[src/rtl/wave_capture_scheduler.sv]
// Shares one waveform-RAM write port among four sample streams with round-robin grant
// and a frame-synchronous run/freeze FSM. Optional feature macro: WCS_ZERO_CROSS_TRIG_EN.
module wave_capture_scheduler #(
    parameter int unsigned SAMPLE_W = 16,
    parameter int unsigned ADDR_W   = 9,
    parameter int unsigned NUM_SRC  = 4
) (
    input  logic                          clk,
    input  logic                          reset_n,
    input  logic [NUM_SRC-1:0]            src_valid,
    input  logic [NUM_SRC*SAMPLE_W-1:0]   src_sample,
    input  logic                          frame_start,
    input  logic                          freeze_req,
    input  logic                          ovf_clear,
    input  logic                          wr_ready,
    output logic                          wr_en,
    output logic [1:0]                    wr_src,
    output logic [ADDR_W-1:0]             wr_addr,
    output logic [SAMPLE_W-1:0]           wr_data,
    output logic                          frozen,
    output logic [NUM_SRC-1:0]            ovf_flags
);

    localparam int unsigned SRC_W = 2;

    typedef enum logic [1:0] {
        IDLE        = 2'd0,
        RUN         = 2'd1,
        FREEZE_PEND = 2'd2,
        FROZEN      = 2'd3
    } state_t;

    state_t                state_q, state_d;
    logic                  frozen_q, frozen_d;
    logic [NUM_SRC-1:0]    pending_q, pending_d;
    logic [SAMPLE_W-1:0]   hold_q [NUM_SRC];
    logic [SAMPLE_W-1:0]   hold_d [NUM_SRC];
    logic [ADDR_W-1:0]     addr_q [NUM_SRC];
    logic [ADDR_W-1:0]     addr_d [NUM_SRC];
    logic [SRC_W-1:0]      ptr_q, ptr_d;
    logic [NUM_SRC-1:0]    ovf_q, ovf_d;
    logic                  wr_en_q, wr_en_d;
    logic [SRC_W-1:0]      wr_src_q, wr_src_d;
    logic [ADDR_W-1:0]     wr_addr_q, wr_addr_d;
    logic [SAMPLE_W-1:0]   wr_data_q, wr_data_d;

`ifdef WCS_ZERO_CROSS_TRIG_EN
    logic [NUM_SRC-1:0]    trig_q, trig_d;
    logic [NUM_SRC-1:0]    prev_msb_q, prev_msb_d;
    logic [NUM_SRC-1:0]    zero_q, zero_d;
`endif

    logic                  capture_en;
    logic                  gnt_vld;
    logic [SRC_W-1:0]      gnt_idx;
    logic [SRC_W-1:0]      cand;
    logic                  take;
    logic [SAMPLE_W-1:0]   sample;
    logic [ADDR_W-1:0]     gnt_addr;

    // Run/freeze FSM: capture state only moves on frame boundaries
    always_comb begin
        state_d = state_q;
        case (state_q)
            IDLE:        if (frame_start) state_d = RUN;
            RUN:         if (freeze_req) state_d = FREEZE_PEND;
            FREEZE_PEND: begin
                if (!freeze_req)      state_d = RUN;
                else if (frame_start) state_d = FROZEN;
            end
            FROZEN:      if (!freeze_req && frame_start) state_d = RUN;
            default:     state_d = IDLE;
        endcase
        frozen_d = (state_d == FROZEN);
    end

    assign capture_en = (state_q == RUN) || (state_q == FREEZE_PEND);

    // Round-robin search starting at the pointer
    always_comb begin
        gnt_vld = 1'b0;
        gnt_idx = '0;
        cand    = '0;
        for (int k = 0; k < NUM_SRC; k++) begin
            cand = ptr_q + SRC_W'(k);
            if (wr_ready && !gnt_vld && pending_q[cand]) begin
                gnt_vld = 1'b1;
                gnt_idx = cand;
            end
        end
    end

`ifdef WCS_ZERO_CROSS_TRIG_EN
    assign gnt_addr = zero_q[gnt_idx] ? '0 : addr_q[gnt_idx];
`else
    assign gnt_addr = addr_q[gnt_idx];
`endif

    // Grant, write-output and capture next-state logic
    always_comb begin
        pending_d = pending_q;
        hold_d    = hold_q;
        addr_d    = addr_q;
        ptr_d     = ptr_q;
        ovf_d     = ovf_clear ? '0 : ovf_q;
        wr_en_d   = 1'b0;
        wr_src_d  = wr_src_q;
        wr_addr_d = wr_addr_q;
        wr_data_d = wr_data_q;
        take      = 1'b0;
        sample    = '0;
`ifdef WCS_ZERO_CROSS_TRIG_EN
        trig_d     = trig_q;
        prev_msb_d = prev_msb_q;
        zero_d     = zero_q;
        if (state_d == RUN && state_q != RUN) trig_d = '1;
`endif

        if (gnt_vld) begin
            pending_d[gnt_idx] = 1'b0;
            ptr_d              = gnt_idx + SRC_W'(1);
            wr_en_d            = 1'b1;
            wr_src_d           = gnt_idx;
            wr_data_d          = hold_q[gnt_idx];
            wr_addr_d          = gnt_addr;
            addr_d[gnt_idx]    = gnt_addr + ADDR_W'(1);
`ifdef WCS_ZERO_CROSS_TRIG_EN
            zero_d[gnt_idx]    = 1'b0;
`endif
        end

        // Capture happens after the grant so a same-cycle reload wins over the clear
        for (int i = 0; i < NUM_SRC; i++) begin
            if (capture_en && src_valid[i]) begin
                sample = src_sample[i*SAMPLE_W +: SAMPLE_W];
                take   = 1'b1;
`ifdef WCS_ZERO_CROSS_TRIG_EN
                if (trig_q[i]) take = prev_msb_q[i] && !sample[SAMPLE_W-1];
                prev_msb_d[i] = sample[SAMPLE_W-1];
`endif
                if (take) begin
                    if (!pending_q[i] || (gnt_vld && gnt_idx == SRC_W'(i))) begin
                        hold_d[i]    = sample;
                        pending_d[i] = 1'b1;
`ifdef WCS_ZERO_CROSS_TRIG_EN
                        if (trig_q[i]) begin
                            trig_d[i] = 1'b0;
                            zero_d[i] = 1'b1;
                        end
`endif
                    end else begin
                        ovf_d[i] = 1'b1;
                    end
                end
            end
        end
    end

    always_ff @(posedge clk or negedge reset_n) begin
        if (!reset_n) begin
            state_q  <= IDLE;
            frozen_q <= 1'b0;
        end else begin
            state_q  <= state_d;
            frozen_q <= frozen_d;
        end
    end

    always_ff @(posedge clk or negedge reset_n) begin
        if (!reset_n) begin
            pending_q <= '0;
            ptr_q     <= '0;
            ovf_q     <= '0;
            wr_en_q   <= 1'b0;
            wr_src_q  <= '0;
            wr_addr_q <= '0;
            wr_data_q <= '0;
            for (int i = 0; i < NUM_SRC; i++) begin
                hold_q[i] <= '0;
                addr_q[i] <= '0;
            end
        end else begin
            pending_q <= pending_d;
            ptr_q     <= ptr_d;
            ovf_q     <= ovf_d;
            wr_en_q   <= wr_en_d;
            wr_src_q  <= wr_src_d;
            wr_addr_q <= wr_addr_d;
            wr_data_q <= wr_data_d;
            for (int i = 0; i < NUM_SRC; i++) begin
                hold_q[i] <= hold_d[i];
                addr_q[i] <= addr_d[i];
            end
        end
    end

`ifdef WCS_ZERO_CROSS_TRIG_EN
    always_ff @(posedge clk or negedge reset_n) begin
        if (!reset_n) begin
            trig_q     <= '0;
            prev_msb_q <= '0;
            zero_q     <= '0;
        end else begin
            trig_q     <= trig_d;
            prev_msb_q <= prev_msb_d;
            zero_q     <= zero_d;
        end
    end
`endif

    assign wr_en     = wr_en_q;
    assign wr_src    = wr_src_q;
    assign wr_addr   = wr_addr_q;
    assign wr_data   = wr_data_q;
    assign frozen    = frozen_q;
    assign ovf_flags = ovf_q;

endmodule

[config.mk]
export PLATFORM = sky130hd
export DESIGN_NAME = wave_capture_scheduler
export DESIGN_NICKNAME = d
export VERILOG_FILES = /design/src/rtl/wave_capture_scheduler.sv
export SDC_FILE = /design/constraint.sdc
export NUM_CORES = 1
export LEC_CHECK = 0
export CAP_MARGIN = 20
export CORE_ASPECT_RATIO = 1.1
export CORE_MARGIN = 2
export CORE_UTILIZATION = 25
export CTS_CLUSTER_SIZE = 40
export DETAILED_ROUTE_END_ITERATION = 16
export SLEW_MARGIN = 20
export SYNTH_ARGS = -nofsm -noshare
export SYNTH_HDL_FRONTEND = slang
export SYNTH_SLANG_ARGS = --single-unit
[constraint.sdc]
create_clock -name clk -period 3.7 [get_ports clk]
set_clock_uncertainty 0.1 [all_clocks]
set_input_delay 0.555 -clock clk [delete_from_list [all_inputs] [get_ports clk]]
set_output_delay 0.555 -clock clk [all_outputs]
set_load 0.03 [all_outputs]
==> results.tsv, run 1 <==
stage	metric	value	unit
status	status	finished clean	
critical_path	reg2reg_from	ptr_q[0]$_DFFE_PN0N_	
sta	worst_pin_slew	0.768	ns
run	maxCapViolations	0	
place	portBuffers	106	
detailed_routing	drt-wirelength-per-cell	15.1	um
die	row_count	62	
die	die_h	175	um
cts	numClockSinks	141	
cts	clockBufferDepth	2	
place	hpwl	12.0	mm
cells_and_area	layout_commonest_cell	dfrtp_1	
detailed_routing	num_vias	5041	
cells_and_area	final_util	33.4	%
global_route	grt_pass1_wl	28.3	mm
cts	cts_setup_buffers	0	
critical_path	end_kind	flip-flop	
cts	numCtsBuffers	17	
place	post-place-ws	0.0510	ns
synthesis	synth_mux_area_share	12.1	%
global_route	grt_max_degree	81	
cts	htreeDepth	4	
global_route	grt_pass1_vias	5082	
synthesis	synth_enable_flop_cells	0	
detailed_routing	ant_nets	0	
cells_and_area	fin_nets	839	
die	core-area	26100	um2
synthesis	synth-async-reset-ratio	100	%
die	die_width	160	um
global_route	grt_overflow	0	
sta	slew_headroom	48.8	%
critical_path	crit_path_max_fanout	13	
global_route	grt_use_total	12.9	%
synthesis	synth-seq-cells	141	
critical_path	r2r_end	addr_q[8]$_DFFE_PN0P_	
cts	clk_latency	0.43	ns
synthesis	synthDistinctLibCells	55	
die	pin_count	107	
synthesis	synth_seq_area_share	53.0	%
cells_and_area	drive_above_1_share	17.2	%
synthesis	synth_adder_area_share	0.752	%
critical_path	required	3.91	ns
synthesis	synth_xor_area_share	3.55	%
detailed_routing	drt_iter0_drc	240	
global_route	antenna_found_initial	1	
cts	cts-root-buf	clkbuf_16	
cts	clk_pin_slew	0.06	ns
cts	cts_tree	built	
sta	rsz0062_at_grt	no	
synthesis	synth_top_family_by_area	simple AND/OR/NAND/NOR gates	
synthesis	syn_inst	652	
power	vdd_drop_max	387	uV
detailed_routing	drt_pass1_iterations	5	
synthesis	avgSynthCellArea	10.2	um2
place	gp_congestion	0.797	
power	pwr_density_cell	996	nW/um2
synthesis	syn_area	6660	um2
synthesis	ys_warn_count	0	
sta	hold_violations	0	
sta	hold_ws	0.0537	ns
power	p_leak	3.60	nW
sta	period_needed	3.36	ns
synthesis	synth-simple-area-share	17.0	%
die	start_util	25.5	%
sta	setup_slack	0.343	ns
die	dieArea	28000	um2
hold_path	hold_path.class	input port to async pin	
critical_path	critPathArrivalTime	3.57	ns
detailed_routing	via_per_inst	4.48	
sta	finalSetupTns	0	ns
synthesis	synth_compound_gate_area_share	9.64	%
sta	fmax	298	MHz
critical_path	critPathKind	flip-flop to flip-flop	
critical_path	r2r_cells	10	
cells_and_area	most-common-layout-cells	141 x dfrtp_1, 118 x nand2_1, 105 x clkdlybuf4s50_1	
sta	setup_viol	0	
cells_and_area	syn2layout_area_growth	31.2	%
detailed_routing	drcViolationCount	0	
detailed_routing	wl	17.0	mm
synthesis	synth_nets	730	
critical_path	rrSetupSlack	0.34	ns
critical_path	cp-start-kind	flip-flop	
synthesis	ys.flop_type	dfrtp_1	
sta	fin_crit_sh	90.7	%
cells_and_area	diodes	0	
sta	slew_viol_final	0	
==> layout make-up <==
type	instances	area, um2
Fill cell	2685	17400
Sequential cell	141	3530
Multi-Input combinational cell	464	2890
Timing Repair Buffer	127	1240
Clock buffer	23	478
Tap cell	352	440
Clock inverter	9	111
Inverter	10	37.5
==> worst max-delay path, stage by stage (launching register included) <==
cell and delay, ns:
dfrtp_1 0.46, buf_4 0.20, and4bb_1 0.30, a2111oi_2 0.06, nand3b_1 0.37, nor2_4 0.39, a211oi_1 0.14, or3b_1 0.53
nor4_4 0.41, nand2_1 0.11, xnor2_1 0.16
==> timing repair <==
action	in CTS	in global routing
resized for setup	0	1
endpoints found under the setup margin	0	16
hold buffers	0	0
==> sequential cells by signal (all words and copies together) (netlist names) <==
signal,flops
state_q,2
frozen,1
ovf_flags,4
addr_q,36
wr_src,2
hold_q,64
wr_en,1
ptr_q,2
wr_addr,9
wr_data,16
pending_q,4
==> worst max-delay path by stage <==
| stage | start | endpoint | slack, ns |
|---|---|---|---|
| global placement | wr_ready | hold_q[56]$_DFFE_PN0P_ | 0.18 |
| CTS | ptr_q[1]$_DFFE_PN0N_ | hold_q[55]$_DFFE_PN0P_ | 0.16 |
| detailed placement | wr_ready | hold_q[62]$_DFFE_PN0P_ | 0.05 |
| finish | ptr_q[0]$_DFFE_PN0N_ | addr_q[8]$_DFFE_PN0P_ | 0.34 |
| global route | ptr_q[0]$_DFFE_PN0N_ | addr_q[35]$_DFFE_PN0P_ | 0.05 |
| floorplan | ptr_q[0]$_DFFE_PN0N_ | hold_q[37]$_DFFE_PN0P_ | 0.75 |
==> where the power goes <==
| part | internal, mW | switching [mW] | leakage [nW] |
|---|---|---|---|
| clock network | 1.05 | 0.657 | 0.272 |
| logic | 1.80 | 2.33 | 1.63 |
| registers | 2.33 | 0.540 | 1.70 |
==> synthesized netlist by cell type (all sizes together) (2+ instances only) <==
library cell	count	area [um2]
a2111oi	2	23.8
a211oi	3	22.5
a21oi	19	106
a22oi	2	20.0
a311oi	2	17.5
a31oi	4	31.3
a32o	2	20.0
a32oi	2	25.0
and2	2	12.5
and3	5	31.3
and3b	2	17.5
buf	26	181
clkbuf	11	41.3
dfrtp	141	3530
ha	4	50.1
inv	10	37.5
mux2	65	732
mux2i	3	30.0
mux4	2	45.0
nand2	119	447
nand3	31	160
nand3b	3	22.5
nor2	79	307
nor2b	3	18.8
nor3	4	25.0
o211ai	2	15.0
o21ai	61	305
o22ai	4	25.0
xnor2	21	184
xor2	6	52.6
==> through the flow <==
step | power [mW] | area, um2 | std cells
after detailed placement | 7.06 | 8140 | 1094
after global placement | 6.95 | 8140 | 1094
after floorplan | 5.71 | 6660 | 652
after global routing | 9.37 | 8730 | 1126
after CTS | 8.80 | 8730 | 1126
final | 8.70 | 8730 | 1126
==> kinds of logic after synthesis <==
| family | after synthesis |
|---|---|
| compound gates | 106 |
| xor+xnor | 27 |
| fa+ha+maj | 4 |
| buf+inv | 47 |
| flops | 141 |
| mux | 70 |
| simple gates | 257 |
==> metal layers <==
| layer | global-route usage [%] | routed length [um] | vias up |
|---|---|---|---|
| li1 | - | - | 2441 |
| met1 | 16.6 | 7590 | 2461 |
| met2 | 21.2 | 8450 | 121 |
| met3 | 3.18 | 759 | 16 |
| met4 | 4.09 | 196 | 2 |
| met5 | 0 | 13 | - |
(Power assumes the default switching activity.)
==> inputs of run 2 (changes only) <==
Settings changed: CAP_MARGIN 20 to not set.
==> results of run 2 <==
No change in the layout: final DEF, timing and power equal those of run 1.
==> inputs of run 3 (changes only) <==
Settings changed: GPL_TIMING_DRIVEN set to 0.
==> run 3 against run 2 <==
Critical path depth is 1 higher. Die area stayed put. Routed wire length is 5.7% higher. Non-clock buffer count is 18 higher. Global-route usage is 0.61 points higher. Via count is 1.2% higher. Final cell count is 1.6% higher. Total power hardly changed. Flip-flop and latch count stayed put. Maximum frequency is 3.2% lower. First-iteration DRC count is 36% higher. Utilization is 0.22 points higher. Critical path type unchanged.
==> results.tsv, run 3 (synthesis results as in run 1) <==
stage	metric	value	unit	change
global_route	busiest_layer	met2		unchanged
die	die_width	160	um	unchanged
cells_and_area	drive_above_1_share	16.9	%	was 17.2%
power	p_sw	3.64	mW	was 3.53 mW
cts	htreeDepth	4		unchanged
sta	slew_headroom	39.7	%	was 48.8%
power	switching_share	41.9	%	was 40.6%
cells_and_area	most-common-layout-cells	141 x dfrtp_1, 119 x nand2_1, 105 x clkdlybuf4s50_1		was 141 x dfrtp_1, 118 x nand2_1, 105 x clkdlybuf4s50_1
cells_and_area	largest_reg_flops	64		unchanged
place	dp_cells	1111		was 1094
global_route	use_met1	16.8	%	was 16.6%
power	seq_power_share	32.1	%	was 33.0%
cells_and_area	syn2layout_area_growth	32.0	%	was 31.2%
cells_and_area	fin_cells	1144		was 1126
critical_path	crit_buf_inv	4		was 1
cts	cts_tree	built		unchanged
critical_path	cp-start-kind	flip-flop		unchanged
critical_path	worst-path-stages	11		was 10
cts	cts_setup_buffers	0		unchanged
power	pwr-share-clk	18.4	%	was 19.6%
detailed_routing	ant_nets	0		unchanged
sta	setup_viol	0		unchanged
critical_path	worstSetupEndpoint	hold_q[41]$_DFFE_PN0P_		was addr_q[8]$_DFFE_PN0P_
die	row_count	62		unchanged
cts	clockBufferDepth	2		unchanged
critical_path	crit_chain	buf_6 -> and3b_1 -> a2111oi_2 -> and3b_1 -> buf_6 -> nand2_1 -> buf_2 -> nand2_1 -> a21oi_4 -> buf_4 -> mux2_2		was buf_4 -> and4bb_1 -> a2111oi_2 -> nand3b_1 -> nor2_4 -> a211oi_1 -> or3b_1 -> nor4_4 -> nand2_1 -> xnor2_1
critical_path	cp_slowest_stage_delay	0.42	ns	was 0.53 ns
power	p_leak	3.63	nW	was 3.60 nW
place	portBuffers	106		unchanged
global_route	grtUsageMet2	22.6	%	was 21.2%
critical_path	crit_path_max_fanout	10		was 13
critical_path	reg2reg_from	ptr_q[0]$_DFFE_PN0N_		unchanged
die	start_util	25.5	%	unchanged
sta	rsz0062_at_grt	no		unchanged
critical_path	critPathKind	flip-flop to flip-flop		unchanged
global_route	grt_max_degree	79		was 81
cells_and_area	layout_commonest_cell	dfrtp_1		unchanged
sta	slew_viol_final	0		unchanged
power	combPwrFrac	49.4	%	was 47.5%
global_route	grt_pass1_wl	29.4	mm	was 28.3 mm
place	hpwl	13.0	mm	was 12.0 mm
place	gp_congestion	0.813		was 0.797
global_route	antenna_found_initial	0		was 1
die	die_h	175	um	unchanged
sta	hold_violations	0		unchanged
detailed_routing	drt_pass1_iterations	4		was 5
sta	fmax	288	MHz	was 298 MHz
global_route	gr-usage-met3	3.11	%	was 3.18%
die	core-area	26100	um2	unchanged
hold_path	hold_path.class	flip-flop to flip-flop		was input port to async pin
detailed_routing	wl	18.0	mm	was 17.0 mm
global_route	grt_pass1_vias	5313		was 5082
critical_path	crit_family	simple AND/OR/NAND/NOR gates		unchanged
detailed_routing	via_per_inst	4.46		was 4.48
cells_and_area	diodes	0		unchanged
critical_path	critPathArrivalTime	3.67	ns	was 3.57 ns
cells_and_area	max_flop_register	hold_q		unchanged
cts	numCtsBuffers	17		unchanged
cells_and_area	num-fill-cells	2710		was 2685
critical_path	end_kind	flip-flop		unchanged
detailed_routing	drt_iter0_drc	326		was 240
cts	clk_latency	0.42	ns	was 0.43 ns
sta	setup_slack	0.232	ns	was 0.343 ns
run	maxCapViolations	0		unchanged
cts	clk_pin_slew	0.06	ns	about the same
detailed_routing	drcViolationCount	0		unchanged
global_route	grt_use_total	13.5	%	was 12.9%
detailed_routing	num_vias	5102		was 5041
sta	period_needed	3.47	ns	was 3.36 ns
detailed_routing	drt-wirelength-per-cell	15.7	um	was 15.1 um
sta	fin_crit_sh	93.7	%	was 90.7%
critical_path	r2r_end	hold_q[41]$_DFFE_PN0P_		was addr_q[8]$_DFFE_PN0P_
die	dieArea	28000	um2	unchanged
cts	cts-root-buf	clkbuf_16		unchanged
place	post-place-ws	-0.283	ns	was 0.0510 ns
die	pin_count	107		unchanged
critical_path	startpoint	ptr_q[0]$_DFFE_PN0N_		unchanged
cells_and_area	final_util	33.6	%	was 33.4%
critical_path	critical-path-slowest-cell	dfrtp_1		was or3b_1
global_route	grt_overflow	0		unchanged
cells_and_area	fin_nets	857		was 839
critical_path	rrSetupSlack	0.23	ns	was 0.34 ns
power	pwr_density_cell	990	nW/um2	was 996 nW/um2
cts	numClockSinks	141		unchanged
sta	worst_pin_slew	0.899	ns	was 0.768 ns
power	internal_power	5.06	mW	was 5.17 mW
critical_path	required	3.90	ns	was 3.91 ns
critical_path	r2r_cells	11		was 10
power	vdd_drop_max	423	uV	was 387 uV
status	status	finished clean		unchanged
run 3: per-layer routing:
metal  vias up  wire (um)
met3        25        826
met1      2481       7990
met5         -          0
met4         0        449
met2       113       8710
li1       2483          -
run 3: through the flow:
stage	TNS, ns	power [mW]	area (um2)	hold slack [ns]
2_1_floorplan	0	5.71	6660	0.159
3_3_place_gp	-556.91	7.01	8160	0.354
3_5_place_dp	-8.63	7.09	8190	0.363
4_1_cts	0	8.74	8750	0.376
5_1_grt	0	9.37	8790	0.383
6_report	0	8.70	8790	0.369
run 3: worst min path at each step:
stage | startpoint | end | slack [ns] | cells after the start
floorplan | reset_n | addr_q[0]$_DFFE_PN0P_ | 0.16 | 0
global placement | addr_q[23]$_DFFE_PN0P_ | addr_q[23]$_DFFE_PN0P_ | 0.35 | 1
detailed placement | addr_q[24]$_DFFE_PN0P_ | addr_q[24]$_DFFE_PN0P_ | 0.36 | 1
CTS | addr_q[7]$_DFFE_PN0P_ | addr_q[7]$_DFFE_PN0P_ | 0.38 | 1
global route | addr_q[7]$_DFFE_PN0P_ | addr_q[7]$_DFFE_PN0P_ | 0.38 | 1
finish | addr_q[8]$_DFFE_PN0P_ | addr_q[8]$_DFFE_PN0P_ | 0.37 | 1
run 3: area by class of cell:
class	count	area, um2	area share [%]
Clock inverter	13	120	1.37
Sequential cell	141	3530	40.1
Multi-Input combinational cell	464	2900	33.0
Timing Repair Buffer	108	1100	12.6
Clock buffer	19	433	4.92
Buffer	37	225	2.56
Inverter	10	37.5	0.427
Tap cell	352	440	5.01
run 3: timing repair:
action,CTS,global route
hold buffers,1,0
endpoints found under the hold margin,16,0
setup endpoints to repair,0,52
resized for setup,0,8
run 3: power by group through the flow:
stage / combinational [mW] / sequential [mW] / clock [mW]
6_report: 4.30 / 2.80 / 1.61
5_1_grt: 4.75 / 2.89 / 1.72
4_1_cts: 4.30 / 2.80 / 1.64
3_5_place_dp: 4.27 / 2.82 / 0
3_3_place_gp: 4.21 / 2.80 / 0
2_1_floorplan: 2.68 / 3.03 / 0
==> patch, RTL diff (config.mk and constraints of run 1) <==
Build with the macro `WCS_ZERO_CROSS_TRIG_EN` defined.
--- a/src/rtl/wave_capture_scheduler.sv
+++ b/src/rtl/wave_capture_scheduler.sv
@@ -1,5 +1,7 @@
 // Shares one waveform-RAM write port among four sample streams with round-robin grant
 // and a frame-synchronous run/freeze FSM. Optional feature macro: WCS_ZERO_CROSS_TRIG_EN.
+`define WCS_ZERO_CROSS_TRIG_EN
+
 module wave_capture_scheduler #(
     parameter int unsigned SAMPLE_W = 16,
     parameter int unsigned ADDR_W   = 9,
Check against the original RTL: not equivalent (a bounded check fails within 4 cycles, from zero or initial values and one cycle with reset_n low).
==> patch against run 1 <==
Power up 1.0%; highest routed layer is now met4; critical path type unchanged; setup slack worse by 0.12 ns; largest cell class unchanged; fmax down 3.3%; sequential cell count up 12; via count up 12%; routed wire length up 12%; final area up 8.6%; critical endpoint is now addr_q[35]; area after synthesis up 9.4%.
==> patch: results (changes against run 1) <==
* 790 — Syn Nets, was 730
* dfrtp_1 — cell with the biggest individual delay on the critical path, was or3b_1
* 0.938 — period utilization, was 0.907
* 137 — nonclk buf count, was 127
* 171 x nand2_1, 153 x dfrtp_1, 76 x mux2_2 — leading post-synthesis cells by instance count, was 141 x dfrtp_1, 119 x nand2_1, 77 x nor2_1
* completed — outcome, unchanged
* 13.6 mm — detailed placement HPWL, was 12.0 mm
* 500 — multi-input combinational cell count, was 464
* 0.880 ns — Least-Margin Pin Slew, was 0.768 ns
* 0.00687 — adder-cell share of the synthesized area, was 0.00752
* 153 — flip-flop and latch count after synthesis, was 141
* 3.70 ns — arrival time of the worst setup path, was 3.57 ns
* 30.2% — synth-to-layout area growth, was 31.2%
* 5651 — routed vias, was 5041
* 1208 — non-filler cells in the finished layout, was 1126
* 358 — Detailed Route Iter0 Violations, was 240
* 0.526 — fraction of the yosys area taken by sequential cells, was 0.530
* 0.833 — Final GP Congestion, was 0.797
* 17 — Worst Path Max Fanout, was 13
* 0 — number of antenna violations at the first check in global routing, was 1
* 30.4 mm — wire length of the first global-routing pass, was 28.3 mm
* 0.58 ns — delay contributed by the slowest stage of the critical path, was 0.53 ns
* 0.00324 mm2 — combined area of the multi-input logic cells, was 0.00289 mm2
* addr_q[35] — endpoint of the worst register-to-register path, was addr_q[8]
* 0.127 — post-synthesis compound-gate area fraction, was 0.0964
* ptr_q[1] — Crit Reg-Reg Startpoint, was ptr_q[0]
* 167 um — x dimension of the die, was 160 um
* 0.00890 mm2 — placement-stage cell area, was 0.00814 mm2
* 0.187 — share of post-route cells with drive strength above 1, was 0.172
* 10.2 um2 — post-synthesis area per instance, about the same
## patch: changes by cell type in the layout (fill, tap and decap cells not counted), sizes merged, moves of 7 or more
cell   delta
a21oi     -7
buf      +10
dfrtp    +12
inv      +11
mux2     +12
mux2i     +8
nand2    +52
nor2     -66
o21ai    -11
o31ai    +25
xnor2    -18
## patch: worst max path at each step
stage	start	end	cells after the start
final	ptr_q[1]	addr_q[35]	8
after global routing	ptr_q[1]	addr_q[17]	10
after CTS	ptr_q[1]	addr_q[35]	8
after detailed placement	wr_ready	addr_q[8]	9
after global placement	wr_ready	addr_q[6]	10
after floorplan	pending_q[1]	addr_q[17]	10
## patch: power by group
part / switching [mW] / internal [mW]
logic: 2.40 / 1.73
registers: 0.480 / 2.44
clock network: 0.711 / 1.02
total: 3.59 / 5.19
## patch: routing by layer
metal,global-route usage,share of wire
met5,0,0
met4,0.0455,0.019
met3,0.0304,0.040
met2,0.216,0.50
met1,0.155,0.44
